File: config.mk
export PLATFORM = sky130hd
export DESIGN_NAME = booth_arbiter
export DESIGN_NICKNAME = d
export VERILOG_FILES = /design/src/rtl/booth_arbiter.sv
export SDC_FILE = /design/constraint.sdc
export NUM_CORES = 1
export LEC_CHECK = 0
export CAP_MARGIN = 10
export CORE_ASPECT_RATIO = 2
export CORE_MARGIN = 2
export CORE_UTILIZATION = 30
export DETAILED_ROUTE_END_ITERATION = 12
export PLACE_DENSITY = 0.55
export SLEW_MARGIN = 5
export SYNTH_ARGS = -nofsm -noshare
export SYNTH_HDL_FRONTEND = slang
export SYNTH_SLANG_ARGS = --single-unit
File: constraint.sdc
create_clock -name clk -period 1.9 [get_ports clk]
set_input_delay 0.285 -clock clk [delete_from_list [all_inputs] [get_ports clk]]
set_output_delay 0.285 -clock clk [all_outputs]
set_load 0.005 [all_outputs]
File: src/rtl/booth_arbiter.sv
// booth_arbiter
//   Two-requester round-robin arbiter and sequencer for a shared N-bit
//   radix-2 Booth multiplier datapath. One multiply runs at a time. The
//   sequence is IDLE -> LOAD -> (EVAL, SHIFT) x N -> CAPT -> DONE -> IDLE.
//   The signed 2N-bit product is returned with a single-cycle done pulse
//   to the requester that owns the datapath.
//
// Ports
//   clk, reset          clock; asynchronous active-high reset
//   req0/req1           level requests; sampled only in IDLE
//   a0,b0 / a1,b1       per-requester multiplicand / multiplier, latched at grant
//   gnt0/gnt1           owner indication, LOAD through DONE
//   done0/done1         one-cycle completion pulse to the owner (DONE state)
//   prod                registered signed product, updated on leaving CAPT
//   busy                high whenever the state is not IDLE
//   dp_multiplicando    latched multiplicand driven to the datapath
//   dp_multiplicador    latched multiplier driven to the datapath
//   dp_carga_qm         load Q (and clear Q[-1])      -- LOAD
//   dp_reset_a          clear accumulator A           -- LOAD
//   dp_carga_a          write A +/- M                 -- EVAL, Booth pair 01/10
//   dp_resta            select subtract for dp_carga_a (pair 10)
//   dp_desplaza_aq      arithmetic shift of {A,Q,Q[-1]} -- SHIFT
//   dp_q0, dp_q_menos1  datapath Q[0] and Q[-1]
//   dp_result           datapath {A,Q}
`timescale 1ns/1ps
module booth_arbiter #(
  parameter int N = 3
) (
  input  logic                  clk,
  input  logic                  reset,
  input  logic                  req0,
  input  logic                  req1,
  input  logic [N-1:0]          a0,
  input  logic [N-1:0]          b0,
  input  logic [N-1:0]          a1,
  input  logic [N-1:0]          b1,
  output logic                  gnt0,
  output logic                  gnt1,
  output logic                  done0,
  output logic                  done1,
  output logic signed [2*N-1:0] prod,
  output logic                  busy,
  output logic [N-1:0]          dp_multiplicando,
  output logic [N-1:0]          dp_multiplicador,
  output logic                  dp_carga_qm,
  output logic                  dp_reset_a,
  output logic                  dp_carga_a,
  output logic                  dp_resta,
  output logic                  dp_desplaza_aq,
  input  logic                  dp_q0,
  input  logic                  dp_q_menos1,
  input  logic [2*N-1:0]        dp_result
);

  localparam int CNT_W = $clog2(N + 1);

  typedef enum logic [2:0] {
    IDLE  = 3'd0,
    LOAD  = 3'd1,
    EVAL  = 3'd2,
    SHIFT = 3'd3,
    CAPT  = 3'd4,
    DONE  = 3'd5
  } state_t;

  state_t           state;
  logic             owner;      // 0: requester 0 owns the datapath, 1: requester 1
  logic             last;       // last-served requester, tie breaker
  logic [CNT_W-1:0] cnt;        // Booth iterations remaining
  logic             grant_sel;  // requester chosen if a grant happens this cycle

  // A lone request wins; on a tie the requester not served last wins.
  function automatic logic pick_owner(input logic r0, input logic r1,
                                      input logic last_served);
    return r1 & (~r0 | ~last_served);
  endfunction

  assign grant_sel = pick_owner(req0, req1, last);

  // Booth recoding: pair (Q0,Q-1) = 10 subtracts M, 01 adds M, 00/11 idle.
  assign dp_carga_a = (state == EVAL) & (dp_q0 ^ dp_q_menos1);
  assign dp_resta   = (state == EVAL) & dp_q0 & ~dp_q_menos1;

  // Every other output is registered and reflects the state being entered.
  always_ff @(posedge clk or posedge reset) begin
    if (reset) begin
      state            <= IDLE;
      owner            <= 1'b0;
      last             <= 1'b1;
      cnt              <= '0;
      prod             <= '0;
      dp_multiplicando <= '0;
      dp_multiplicador <= '0;
      gnt0             <= 1'b0;
      gnt1             <= 1'b0;
      done0            <= 1'b0;
      done1            <= 1'b0;
      busy             <= 1'b0;
      dp_carga_qm      <= 1'b0;
      dp_reset_a       <= 1'b0;
      dp_desplaza_aq   <= 1'b0;
    end else begin
      done0          <= 1'b0;
      done1          <= 1'b0;
      dp_carga_qm    <= 1'b0;
      dp_reset_a     <= 1'b0;
      dp_desplaza_aq <= 1'b0;
      case (state)
        IDLE: begin
          if (req0 | req1) begin
            owner            <= grant_sel;
            last             <= grant_sel;
            dp_multiplicando <= grant_sel ? a1 : a0;
            dp_multiplicador <= grant_sel ? b1 : b0;
            gnt0             <= ~grant_sel;
            gnt1             <= grant_sel;
            busy             <= 1'b1;
            dp_carga_qm      <= 1'b1;
            dp_reset_a       <= 1'b1;
            state            <= LOAD;
          end
        end
        LOAD: begin
          cnt   <= CNT_W'(N);
          state <= EVAL;
        end
        EVAL: begin
          dp_desplaza_aq <= 1'b1;
          state          <= SHIFT;
        end
        SHIFT: begin
          cnt <= cnt - CNT_W'(1);
          if (cnt == CNT_W'(1)) begin
            state <= CAPT;
          end else begin
            state <= EVAL;
          end
        end
        CAPT: begin
          prod  <= dp_result;
          done0 <= ~owner;
          done1 <= owner;
          state <= DONE;
        end
        DONE: begin
          gnt0  <= 1'b0;
          gnt1  <= 1'b0;
          busy  <= 1'b0;
          state <= IDLE;
        end
        default: begin
          gnt0  <= 1'b0;
          gnt1  <= 1'b0;
          busy  <= 1'b0;
          state <= IDLE;
        end
      endcase
    end
  end

endmodule

==> results by group, run 1 <==
Outcome
  – Status: finished clean

Detailed routing
  – Vias per cell: 4.629
  – Highest Signal Layer: met4
  – Wirelength per Cell: 12.92 um
  – Wl on met1: 983 um
  – WL met2: 1365 um
  – Post-route ant nets: 0
  – DR vias: 898
  – Drt total wl: 2507 um
  – DRC: 0
  – Drt first pass iters: 4
  – Met3 WL: 114 um
  – Initial DRC count: 21

Clocking
  – Cts bufs inserted: 3
  – Clk buf depth: 2
  – Post-CTS sizing: 2
  – Hold Buf Count CTS: 0
  – Setup bufs post-CTS: 0
  – H-Tree Depth: 1
  – Clk sinks: 26
  – TritonCTS clock tree: done
  – Clock-pin slew on the worst setup and hold paths: 0.09 ns
  – Clock latency on the worst-skew pair: 0.27 ns
  – CTS root buf: clkbuf_8

Setup path
  – CP Max Fanout: 3
  – Critical Path RT: 1.62 ns
  – Setup CP Type: reg -> out
  – R2R cell count: 5
  – CP endpoint kind: output port
  – R2R Path Start: state[0]
  – Critical Path AT: 1.45 ns
  – Startpoint types: flip-flop
  – Setup crit start: state[2]

Cells and area
  – Multi-input logic area: 407.9 um2
  – FILL cells: 354
  – Layout area overhead: 50.17%
  – N_diodes: 0
  – Share of cells above drive strength 1: 17.24%
  – Reg area: 651.9 um2
  – Nets@finish: 171

Global routing
  – GR Overflow Total: 0
  – Vias in the first global route: 922
  – Initial antenna violation count: 0
  – All-Layer GR Usage: 13.04%
  – Largest net degree at the start of global routing: 27
  – Global-route wire length before repair: 4181 um

Placed design
  – Routability Congestion: 0.7642
  – PortBufs: 45
  – Hpwl dp: 1895 um

Pwr
  – Sw power: 660.2 uW
  – VDD IR max: 0.7926 mV
  – PwrDens: 1393 nW/um2
  – Switching part of the total: 27.81%
  – Sequential Power Share: 38.5%
  – Leak pwr: 0.0007590 uW
  – Total chip power: 2374 uW
  – Logic pwr share: 42.3%
  – Clock power share: 19.1%
  – Cell Int Power: 1714 uW

STA
  – Fin Hold WS: 0.3612 ns
  – Final Skew: 0.002596 ns
  – Part of the cycle the worst path needs: 91.08%
  – Setup TNS: 0 ns
  – Slew @ Worst Pin: 0.3938 ns
  – RSZ-0062 raised after global routing: false
  – Max-slew violations: 0
  – Fmax: 577.9 MHz
  – Minimum clock period: 1.731 ns
  – Hold Fails Final Rpt: 0
  – Slew headroom: 73.47%
  – Final setup vio count: 0

Worst hold path
  – Worst hold path class: in -> async

Floorplan
  – Initial Util: 31.46%
  – Top Ports: 46
  – Core ar.: 3607 um2
  – Placement row count: 31
  – Die height: 90.98 um
  – Die Footprint: 4321 um2
  – Die width: 47.49 um

Logic synthesis
  – Syn_nets: 122
  – Synth unique cells: 31
  – FF+latch count, synth: 26
  – Syn avg cell area: 11.70 um2
  – Synth area leader: dfrtp_1
  – Register area share after synthesis: 57.44%
  – Dominant cells by area after synthesis: dfrtp_1 (55%), mux2_2 (6.9%), a221o_1 (5.3%), nand2_1 (4.0%), nor3_1 (3.1%)
  – Post-Synthesis Cells: 97
  – Cell Area, Synth: 1135 um2
  – Top cell type's share of synthesized area: 55.13%
  – Yosys warning count: 0

Run
  – Max Cap Violations: 0
## sequential cells by signal, summed over array words and instances, names as in the netlist
signal and cells:
prod 6, dp_multiplicador 3, dp_multiplicando 3, state 3, cnt 2, busy 1
done0 1, done1 1, dp_desplaza_aq 1, dp_reset_a 1, gnt0 1, gnt1 1
last 1, owner 1
## area by class of cell
type                       count  share of cell area [%]
sequential                    26                   38.25
timing repair buffer          52                   29.15
multi-input combinational     59                   23.94
tap                           49                   3.598
clock buffer                   3                   2.423
clock inverter                 1                   1.762
inverter                       4                  0.8811
## synth_stat cells
cell      number
dfrtp_1       25
nand2_1       12
mux2_2         7
nor3_1         7
a221o_1        6
inv_1          4
buf_2          3
buf_6          3
nor2_1         3
nor3b_1        3
a21o_1         2
and3_1         2
o21ai_0        2
a211oi_1       1
a21oi_1        1
a31o_1         1
a31o_2         1
and3_2         1
buf_4          1
clkbuf_1       1
dfstp_2        1
ha_1           1
nand2b_1       1
nor2b_1        1
nor3_2         1
nor4_1         1
o21ai_1        1
or2_2          1
or2b_1         1
or3_4          1
xnor2_1        1
## through the flow
step	cells	setup slack (ns)	cell area [um2]	util [%]
floorplan	97	0.4815	1135	-
global placement	190	0.1219	1639	45.44
detailed placement	190	0.06605	1639	45.44
CTS	194	0.04597	1708	47.35
global route	194	0.05944	1704	47.24
finish	194	0.1695	1704	47.24
## kinds of logic (layout without fill, tap and decap cells)
logic type | after synthesis | after routing | share of synthesized area (%)
AO/OA/AOI/OAI | 15 | 15 | 10.58
XOR/XNOR | 1 | 1 | 0.7719
adder cells (fa/ha/maj) | 1 | 1 | 1.102
buffers and inverters | 12 | 60 | 6.614
flip-flops | 26 | 26 | 57.44
multiplexers | 7 | 7 | 6.946
AND/OR/NAND/NOR | 35 | 35 | 16.54
## critical path, stage by stage (launching register included)
cell and delay, ns:
dfrtp_1 0.39, nand2b_1 0.15, or2_2 0.30, nor3b_1 0.20
clkbuf_2 0.14
## metal layers
| layer | up-vias | GRT usage, % |
|---|---|---|
| li1 | 433 | - |
| met2 | 24 | 21.96 |
| met4 | 0 | 4.861 |
| met1 | 437 | 15.62 |
| met5 | - | 0 |
| met3 | 4 | 1.988 |
## final timing paths
| kind | end | slack, ns |
|---|---|---|
| worst max-delay path | dp_resta | 0.17 |
| worst min-delay path | prod[5] | 0.36 |
| worst max register to register | dp_multiplicando[0] | 0.50 |
| worst min register to register | done0 | 0.45 |
| max in group asynchronous | last | 1.24 |
| min in group clk | done0 | 0.45 |
## power by group through the flow
stage / logic [uW] / clock network, uW / registers, uW
4_1_cts: 1030 / 471 / 918
3_5_place_dp: 1030 / 0 / 930
6_report: 1010 / 454 / 915
3_3_place_gp: 1020 / 0 / 917
2_1_floorplan: 498 / 0 / 942
5_1_grt: 1110 / 495 / 946
## layout by cell type (no fill, tap or decap), drive strengths merged, types with 2 or more instances in the layout
cell	count
clkdlybuf4s50	43
a221o	6
a31o	2
nor3	8
inv	4
o21ai	3
mux2	7
nor2	3
dfrtp	25
a21o	2
and3	3
clkbuf	4
buf	7
nor3b	3
nand2	12
No activity file was read; power rests on OpenSTA's default activity.
==> run 2: changes to the inputs <==
--- a/config.mk
+++ b/config.mk
@@ -9,6 +9,7 @@
 export CORE_ASPECT_RATIO = 2
 export CORE_MARGIN = 2
 export CORE_UTILIZATION = 30
+export CTS_BUF_LIST = sky130_fd_sc_hd__clkbuf_16
 export DETAILED_ROUTE_END_ITERATION = 12
 export PLACE_DENSITY = 0.55
 export SLEW_MARGIN = 5
==> run 2 against run 1 <==
  * Count of clock-buffer cells in the layout unchanged
  * Global-route usage about the same
  * Worst setup slack worse by 0.080 ns
  * Critical endpoint unchanged
  * Largest cell class unchanged
  * Total power rose by 6.4%
  * Highest routed layer unchanged
  * Combinational power about the same
  * Clock skew is essentially flat
  * Critical path depth unchanged
  * Cell area increased by 2.2%
==> results by group, run 2 (synthesis gave the netlist of run 1 again) <==
Setup path
  – CP peak stage delay: 0.38 ns (was 0.39 ns)
  – CP cell instances: nand2b_1 -> or2_2 -> nor3b_1 -> dlygate4sd2_1 (was nand2b_1 -> or2_2 -> nor3b_1 -> clkbuf_2)
  – Reg2Reg Setup Slack: 0.50 ns (about the same)
  – Setup CP Type: reg -> out (unchanged)
  – Critical Path AT: 1.53 ns (was 1.45 ns)
  – CP Max Fanout: 3 (unchanged)
  – Worst Path Buf+Inv: 1 (unchanged)
  – Delay-heaviest family, CP: simple AND/OR/NAND/NOR gates (unchanged)
  – Slowest-stage cell, CP: dfrtp_1 (unchanged)
  – Critical Path RT: 1.62 ns (about the same)
  – R2R Path Start: state[0] (unchanged)
  – Startpoint types: flip-flop (unchanged)
  – Setup crit start: state[2] (unchanged)
  – CP endpoint kind: output port (unchanged)

Floorplan
  – Initial Util: 31.46% (unchanged)
  – Core ar.: 3607 um2 (unchanged)
  – Top Ports: 46 (unchanged)
  – Die Footprint: 4321 um2 (unchanged)
  – Placement row count: 31 (unchanged)
  – Die width: 47.49 um (unchanged)
  – Die height: 90.98 um (unchanged)

Placed design
  – PortBufs: 45 (unchanged)
  – Routability Congestion: 0.7642 (unchanged)
  – Placed inst area: 1639 um2 (unchanged)
  – Hpwl dp: 1895 um (unchanged)

STA
  – RSZ-0062 raised after global routing: false (unchanged)
  – Setup TNS: 0 ns (unchanged)
  – Slew @ Worst Pin: 0.3932 ns (was 0.3938 ns)
  – Final Skew: 0.002525 ns (was 0.002596 ns)
  – Final setup vio count: 0 (unchanged)
  – Fmax: 552.4 MHz (was 577.9 MHz)
  – Max-slew violations: 0 (unchanged)
  – Hold Fails Final Rpt: 0 (unchanged)
  – Part of the cycle the worst path needs: 95.28% (was 91.08%)
  – Minimum clock period: 1.810 ns (was 1.731 ns)
  – Slew headroom: 73.51% (was 73.47%)

Clocking
  – H-Tree Depth: 1 (unchanged)
  – Clock-pin slew on the worst setup and hold paths: 0.06 ns (was 0.09 ns)
  – Setup bufs post-CTS: 0 (unchanged)
  – Clk buf depth: 2 (unchanged)
  – Cts bufs inserted: 3 (unchanged)
  – Clk sinks: 26 (unchanged)
  – TritonCTS clock tree: done (unchanged)
  – CTS root buf: clkbuf_16 (was clkbuf_8)
  – Clock latency on the worst-skew pair: 0.25 ns (was 0.27 ns)

Cells and area
  – Multi-input logic area: 407.9 um2 (unchanged)
  – Most common cell after layout, fill and taps aside: clkdlybuf4s50_1 (unchanged)
  – Design area: 1742 um2 (was 1704 um2)
  – FILL cells: 350 (was 354)
  – Share of cells above drive strength 1: 16.55% (was 17.24%)
  – Commonest cells after routing, fill and taps aside: clkdlybuf4s50_1 (43), dfrtp_1 (25), nand2_1 (12) (unchanged)
  – Layout area overhead: 53.47% (was 50.17%)
  – Reg area: 651.9 um2 (unchanged)
  – N_diodes: 0 (unchanged)
  – Max FFs per register: 6 (unchanged)
  – Biggest register: prod (unchanged)
  – Nets@finish: 171 (unchanged)

Pwr
  – PwrDens: 1451 nW/um2 (was 1393 nW/um2)
  – VDD IR max: 0.7467 mV (was 0.7926 mV)
  – Switching part of the total: 26.66% (was 27.81%)
  – Cell Int Power: 1854 uW (was 1714 uW)
  – Clock power share: 23.9% (was 19.1%)
  – Sw power: 673.6 uW (was 660.2 uW)
  – Sequential Power Share: 36.3% (was 38.5%)
  – Leak pwr: 0.0007775 uW (was 0.0007590 uW)
  – Logic pwr share: 39.9% (was 42.3%)

Outcome
  – Status: finished clean (unchanged)

Global routing
  – GR Overflow Total: 0 (unchanged)
  – Largest net degree at the start of global routing: 27 (unchanged)
  – All-Layer GR Usage: 13.01% (was 13.04%)
  – Global-route wire length before repair: 4188 um (was 4181 um)
  – Vias in the first global route: 931 (was 922)
  – Initial antenna violation count: 0 (unchanged)

Detailed routing
  – WL met2: 1380 um (was 1365 um)
  – Drt total wl: 2514 um (was 2507 um)
  – Post-route ant nets: 0 (unchanged)
  – Wl on met1: 988 um (was 983 um)
  – Drt first pass iters: 4 (unchanged)
  – Highest Signal Layer: met4 (unchanged)
  – DRC: 0 (unchanged)
  – Vias per cell: 4.665 (was 4.629)
  – Initial DRC count: 15 (was 21)
  – Wirelength per Cell: 12.96 um (was 12.92 um)
  – DR vias: 905 (was 898)
  – Met3 WL: 117 um (was 114 um)

Worst hold path
  – Worst hold path class: in -> async (unchanged)

Run
  – Max Cap Violations: 0 (unchanged)
run 2: what timing repair did:
| item | CTS | global route |
|---|---|---|
| setup endpoints to repair | 2 | 0 |
| gates resized for setup | 2 | 0 |
| hold endpoints to repair | 0 | 0 |
| hold buffers | 0 | 0 |
run 2: cell type report:
class | count | area share (%)
sequential | 26 | 37.43
clock buffer | 3 | 4.310
inverter | 4 | 0.8621
tap | 49 | 3.520
timing repair buffer | 52 | 28.74
clock inverter | 1 | 1.724
multi-input combinational | 59 | 23.42
run 2: final timing paths:
| path | endpoint | cells past startpoint |
|---|---|---|
| setup / recovery | dp_resta | 4 |
| hold / removal | prod[3] | 3 |
| setup reg to reg | dp_multiplicando[0] | 5 |
| hold reg to reg | done0 | 1 |
| max in group asynchronous | last | 3 |
| min in group clk | done0 | 1 |
run 2: metrics by stage:
stage                     worst slack [ns]  power (uW)  util (%)  instances  hold WS (ns)
after global routing               0.01569        2706     48.28        194        0.4446
final                              0.08977        2527     48.28        194        0.3830
after detailed placement           0.06605        1959     45.44        190        0.4495
after floorplan                     0.4815        1440         -         97        0.3243
after CTS                          0.07124        2571     48.28        194        0.3966
after global placement              0.1219        1935     45.44        190        0.4407
run 2: worst register-to-register path, delay by kind of cell (launching register included):
kind                   cells  cell delay (ns)
and+or+nand+nor            1             0.19
buffers and inverters      2             0.34
DFF                        1             0.38
AOI/OAI and AO/OA          2             0.38
run 2: routing by layer:
| metal | GRT usage (%) | vias up |
|---|---|---|
| met1 | 15.79 | 442 |
| met2 | 22.07 | 26 |
| met5 | 0 | - |
| met3 | 1.988 | 2 |
| li1 | - | 435 |
| met4 | 4.167 | 0 |
run 2: power by group through the flow:
stage                     Sequential [uW]  Combinational, uW  Clock, uW
after floorplan                       942                498          0
after global placement                917               1020          0
after detailed placement              930               1030          0
after CTS                             920               1030        620
after global routing                  949               1110        643
final                                 917               1010        603
==> RTL change 1, RTL diff (settings of run 1) <==
Set the parameter `N` to 6 (it was 3).
--- a/src/rtl/booth_arbiter.sv
+++ b/src/rtl/booth_arbiter.sv
@@ -25,5 +25,5 @@
 `timescale 1ns/1ps
 module booth_arbiter #(
-  parameter int N = 3
+  parameter int N = 6
 ) (
   input  logic                  clk,
Interface: changed (8 resized); port bits go from 46 to 76. The function was not compared with the original's and may differ.
==> RTL change 1 against run 1 <==
Synthesized cell count increased by 37%. Power increased by 61%. Area after synthesis increased by 56%. Global-route usage increased by 1.9 points. Sequential share of layout area decreased by 2.0 points. Die area increased by 52%. Sequential cell count increased by 13. Non-clock buffer count increased by 28. Combinational power increased by 55%. Cell area increased by 58%. Setup slack got worse by 0.015 ns. Wire length increased by 84%. Critical endpoint is now dp_carga_a.
==> RTL change 1: results (changes against run 1) <==
status=completed; most instantiated cells after synthesis=38 x dfrtp_1, 13 x nand3b_1, 10 x mux2_4; DR vias=1350 (+50%); worst flop-to-flop path startpoint=state[1]$_DFFE_PP0P_; Synth Area in Adders=1.41% (+0.31 points); worst reg2reg path depth=4 (-1); Syn Nets=177 (+45%); routed wl met3=227 um (+99%); Clock Root Buffer=clkbuf_16; largest net degree at the start of global routing=40 (+48%); Worst Hold Class=register to register; Synth cell types=35 (+13%); mux contribution to synthesized area=9.74% (+2.8 points); reg-to-reg endpoint=dp_multiplicando[4]$_DFFE_PP0P_; main area contributors after synthesis=dfrtp_1 54%, mux2_4 8.5%, o221a_1 5.7%; share of cells above drive strength 1=17.5% (+0.29 points); Internal Power=2.75 mW (+60%); total CTS buffers=5 (+2); CTS clock-pin slew for the worst setup and hold paths=0.06 ns (-0.03 ns); Overall Global Routing Usage=14.9% (+1.9 points); met2 Usage GRT=27.3% (+5.3 points); Synth Area in Compound Gates=12.3% (+1.7 points); metal2 WL=2620 um (+92%); clk_skew=0.00351 ns (+0.000911 ns); met1 usage=16.1% (+0.50 points); leakage power=1.13 nW (+49%); Port Buffers=75 (+67%); xor-xnor portion of the synthesized cell area=0.494% (-0.28 points); met1 wire length=1660 um (+68%); placed cell area=2550 um^2 (+56%); FF-to-FF setup slack=0.35 ns (-0.15 ns); DP HPWL=3430 um (+81%)
RTL change 1: through the flow:
stage,std cells,worst slack (ns),hold slack [ns],utilization (%),power [mW]
2_1_floorplan,133,0.391,0.354,-,2.17
3_3_place_gp,265,0.112,0.419,44.7,2.99
3_5_place_dp,265,0.0457,0.413,44.7,3.04
4_1_cts,272,0.0257,0.430,47.2,3.87
5_1_grt,272,0.0621,0.449,47.2,4.06
6_report,272,0.155,0.422,47.2,3.82
RTL change 1: logic make-up (layout without fill, tap and decap cells):
family,count (synthesis),count (layout)
fa+ha+maj,2,2
simple gates,39,39
mux,12,12
buf+inv,15,93
xor+xnor,1,1
flops,39,39
compound gates,25,25
RTL change 1: cell type report:
cell class / count / area, um^2
multi-input cells: 79 / 694
clock buffers: 6 / 139
well taps: 61 / 76.3
clock inverters: 1 / 5.00
flip-flops and latches: 39 / 977
inverters: 6 / 22.5
repair buffers: 80 / 782
fillers: 545 / 3010
RTL change 1: power by group through the flow:
stage	logic (mW)	clock network, mW	registers, mW
6_report	1.57	0.825	1.42
5_1_grt	1.72	0.869	1.48
4_1_cts	1.60	0.839	1.43
3_5_place_dp	1.60	0	1.44
3_3_place_gp	1.57	0	1.41
2_1_floorplan	0.740	0	1.43
RTL change 1: worst max-delay path, stage by stage (launching register included):
cell and delay (ns):
dfrtp_1 0.37, nand2b_1 0.15, or2_2 0.31, nor2_1 0.11, dlygate4sd2_1 0.25
RTL change 1: repair_timing:
item / 4_1_cts / 5_1_grt
hold buffers: 0 / 0
resized for setup: 2 / 3
setup endpoints to repair: 2 / 1
endpoints found under the hold margin: 0 / 0
gates cloned: 0 / 0
==> RTL change 2, RTL diff (config.mk and constraints of run 1) <==
Without the edit above. The 6 states of `state_t` get a one-hot encoding in 6 bits.
--- a/src/rtl/booth_arbiter.sv
+++ b/src/rtl/booth_arbiter.sv
@@ -55,11 +55,11 @@
   localparam int CNT_W = $clog2(N + 1);
 
-  typedef enum logic [2:0] {
-    IDLE  = 3'd0,
-    LOAD  = 3'd1,
-    EVAL  = 3'd2,
-    SHIFT = 3'd3,
-    CAPT  = 3'd4,
-    DONE  = 3'd5
+  typedef enum logic [5:0] {
+    IDLE  = 6'b000001,
+    LOAD  = 6'b000010,
+    EVAL  = 6'b000100,
+    SHIFT = 6'b001000,
+    CAPT  = 6'b010000,
+    DONE  = 6'b100000
   } state_t;
 
Behaviour: no difference found for any inputs over 10 cycles, from zero or initial values and one cycle with reset high; not proved beyond that.
==> RTL change 2 against run 1 <==
Critical path type unchanged. Sequential cell count grew 3. Die area rose by 17%. Power up 15%. Cell area rose by 20%. Synthesized cell count rose by 9.3%. Cell count rose by 15%. Area after synthesis up 18%. Largest power group unchanged. Setup slack got worse by 0.042 ns. Fmax decreased by 2.4%. Wire length up 29%.
==> RTL change 2: results (changes against run 1) <==
TritonRoute pass-1 iters=2 (-2); DP HPWL=2390 um (+26%); vias in the first global route=1167 (+27%); reg-to-reg endpoint=dp_multiplicador[2]$_DFFE_PP0P_; worst flop-to-flop path startpoint=state[3]$_DFFE_PP0P_; initial DRC count=11 (-48%); status=completed; Synth cell types=32 (+3.2%); Port Buffers=45 (unchanged); largest registers=prod: 6 flops, state: 6 flops; leakage power=0.937 nW (+23%); Critical-path top delay cell=dfrtp_1; largest net degree at the start of global routing=30 (+11%); main area contributors after synthesis=dfrtp_1 50%, mux2_2 11%, mux2_4 6.7%; clock latency on the worst-skew pair=0.28 ns; met2 Usage GRT=27.6% (+5.6 points); met1 usage=13.4% (-2.2 points); met3 Use GR=3.03% (+1.0 points); DR vias=1036 (+15%); CP max stage delay=0.41 ns (+0.02 ns); Syn Nets=131 (+7.4%); share of cells above drive strength 1=32.9% (+16 points); Max Cap Viol=0 (unchanged); total CTS buffers=5 (+2); peak supply drop=0.000696 V (-12%); Worst slew margin=75.3% (+1.8 points); most instantiated cells after synthesis=27 x dfrtp_1, 14 x nor2_1, 13 x mux2_2; placed cell area=1910 um^2 (+16%); CP arrival=1.49 ns (+0.04 ns); CTS HTree Levels=2 (+1); ant diodes=0 (unchanged); fin nets=194 (+13%); clk_skew=0.00747 ns (+0.00488 ns); Fill cells=407 (+15%); Clock Path Buffers=2 (unchanged); GP Congestion=0.739 (-3.3%); first-pass GRT wire length=5400 um (+29%); Worst Path Max Fanout=2 (-1); FF-to-FF setup slack=0.24 ns (-0.26 ns); WL/cell=14.4 um (+12%); Worst Hold Class=primary input to async pin; CTS clock-pin slew for the worst setup and hold paths=0.07 ns (-0.02 ns); Seq/Total Area, Yosys=54.3% (-3.2 points); worst reg2reg path depth=6 (+1); Overall Global Routing Usage=14.5% (+1.4 points)
[RTL change 2: where the power goes]
part | internal, mW | switching (mW) | total (mW) | leakage (nW)
logic | 0.717 | 0.484 | 1.20 | 0.530
clock network | 0.327 | 0.246 | 0.573 | 0.0542
registers | 0.829 | 0.122 | 0.951 | 0.353
[RTL change 2: worst max path at each step]
stage	to	from	depth (start not counted)	slack (ns)
after global routing	dp_resta	state[3]$_DFFE_PP0P_	4	0.04
after global placement	dp_resta	state[3]$_DFFE_PP0P_	4	-0.04
after floorplan	dp_resta	state[3]$_DFFE_PP0P_	4	0.39
after CTS	dp_resta	state[4]$_DFFE_PP0P_	4	0.0004
final	dp_carga_a	state[3]$_DFFE_PP0P_	5	0.13
after detailed placement	dp_resta	state[3]$_DFFE_PP0P_	4	-0.16
[RTL change 2: kinds of logic after synthesis]
kind of cell	Yosys count	synth area share, %
buf+inv	14	6.25
mux	20	18.4
simple gates	26	11.1
xor+xnor	2	1.31
fa+ha+maj	1	0.933
flops	29	54.3
compound gates	14	7.74
[RTL change 2: area by class of cell]
| class | count | area (um^2) | area share, % |
|---|---|---|---|
| Clock buffer | 7 | 96.3 | 4.70 |
| Clock inverter | 1 | 5.00 | 0.244 |
| Inverter | 10 | 42.5 | 2.08 |
| Multi-Input combinational cell | 63 | 552 | 26.9 |
| Sequential cell | 29 | 728 | 35.6 |
| Tap cell | 54 | 67.6 | 3.30 |
| Timing Repair Buffer | 60 | 557 | 27.2 |
[RTL change 2: repair_timing]
item,4_1_cts,5_1_grt
buffers inserted,3,0
endpoints found under the setup margin,2,2
resized for setup,7,4
pin swaps,2,2
[RTL change 2: metrics by stage]
stage | cells | hold WS [ns] | setup WS, ns | TNS (ns) | total power [mW]
3_5_place_dp | 213 | 0.422 | -0.161 | -0.161 | 2.14
5_1_grt | 224 | 0.412 | 0.0449 | 0 | 2.91
4_1_cts | 224 | 0.381 | 0.000436 | 0 | 2.75
3_3_place_gp | 213 | 0.411 | -0.0408 | -0.0408 | 2.09
6_report | 224 | 0.368 | 0.127 | 0 | 2.72
2_1_floorplan | 106 | 0.355 | 0.387 | 0 | 1.65
[RTL change 2: critical path: cells and delay by family (launching register included)]
kind                   cells  cell delay, ns
AND/OR/NAND/NOR            3            0.55
buffers and inverters      2            0.25
flip-flops                 1            0.41
[RTL change 2: routing by layer]
layer / share of wire [%] / vias up
li1: - / 487
met1: 33 / 521
met2: 61 / 21
met3: 3.1 / 7
met4: 3.0 / 0
met5: 0 / -
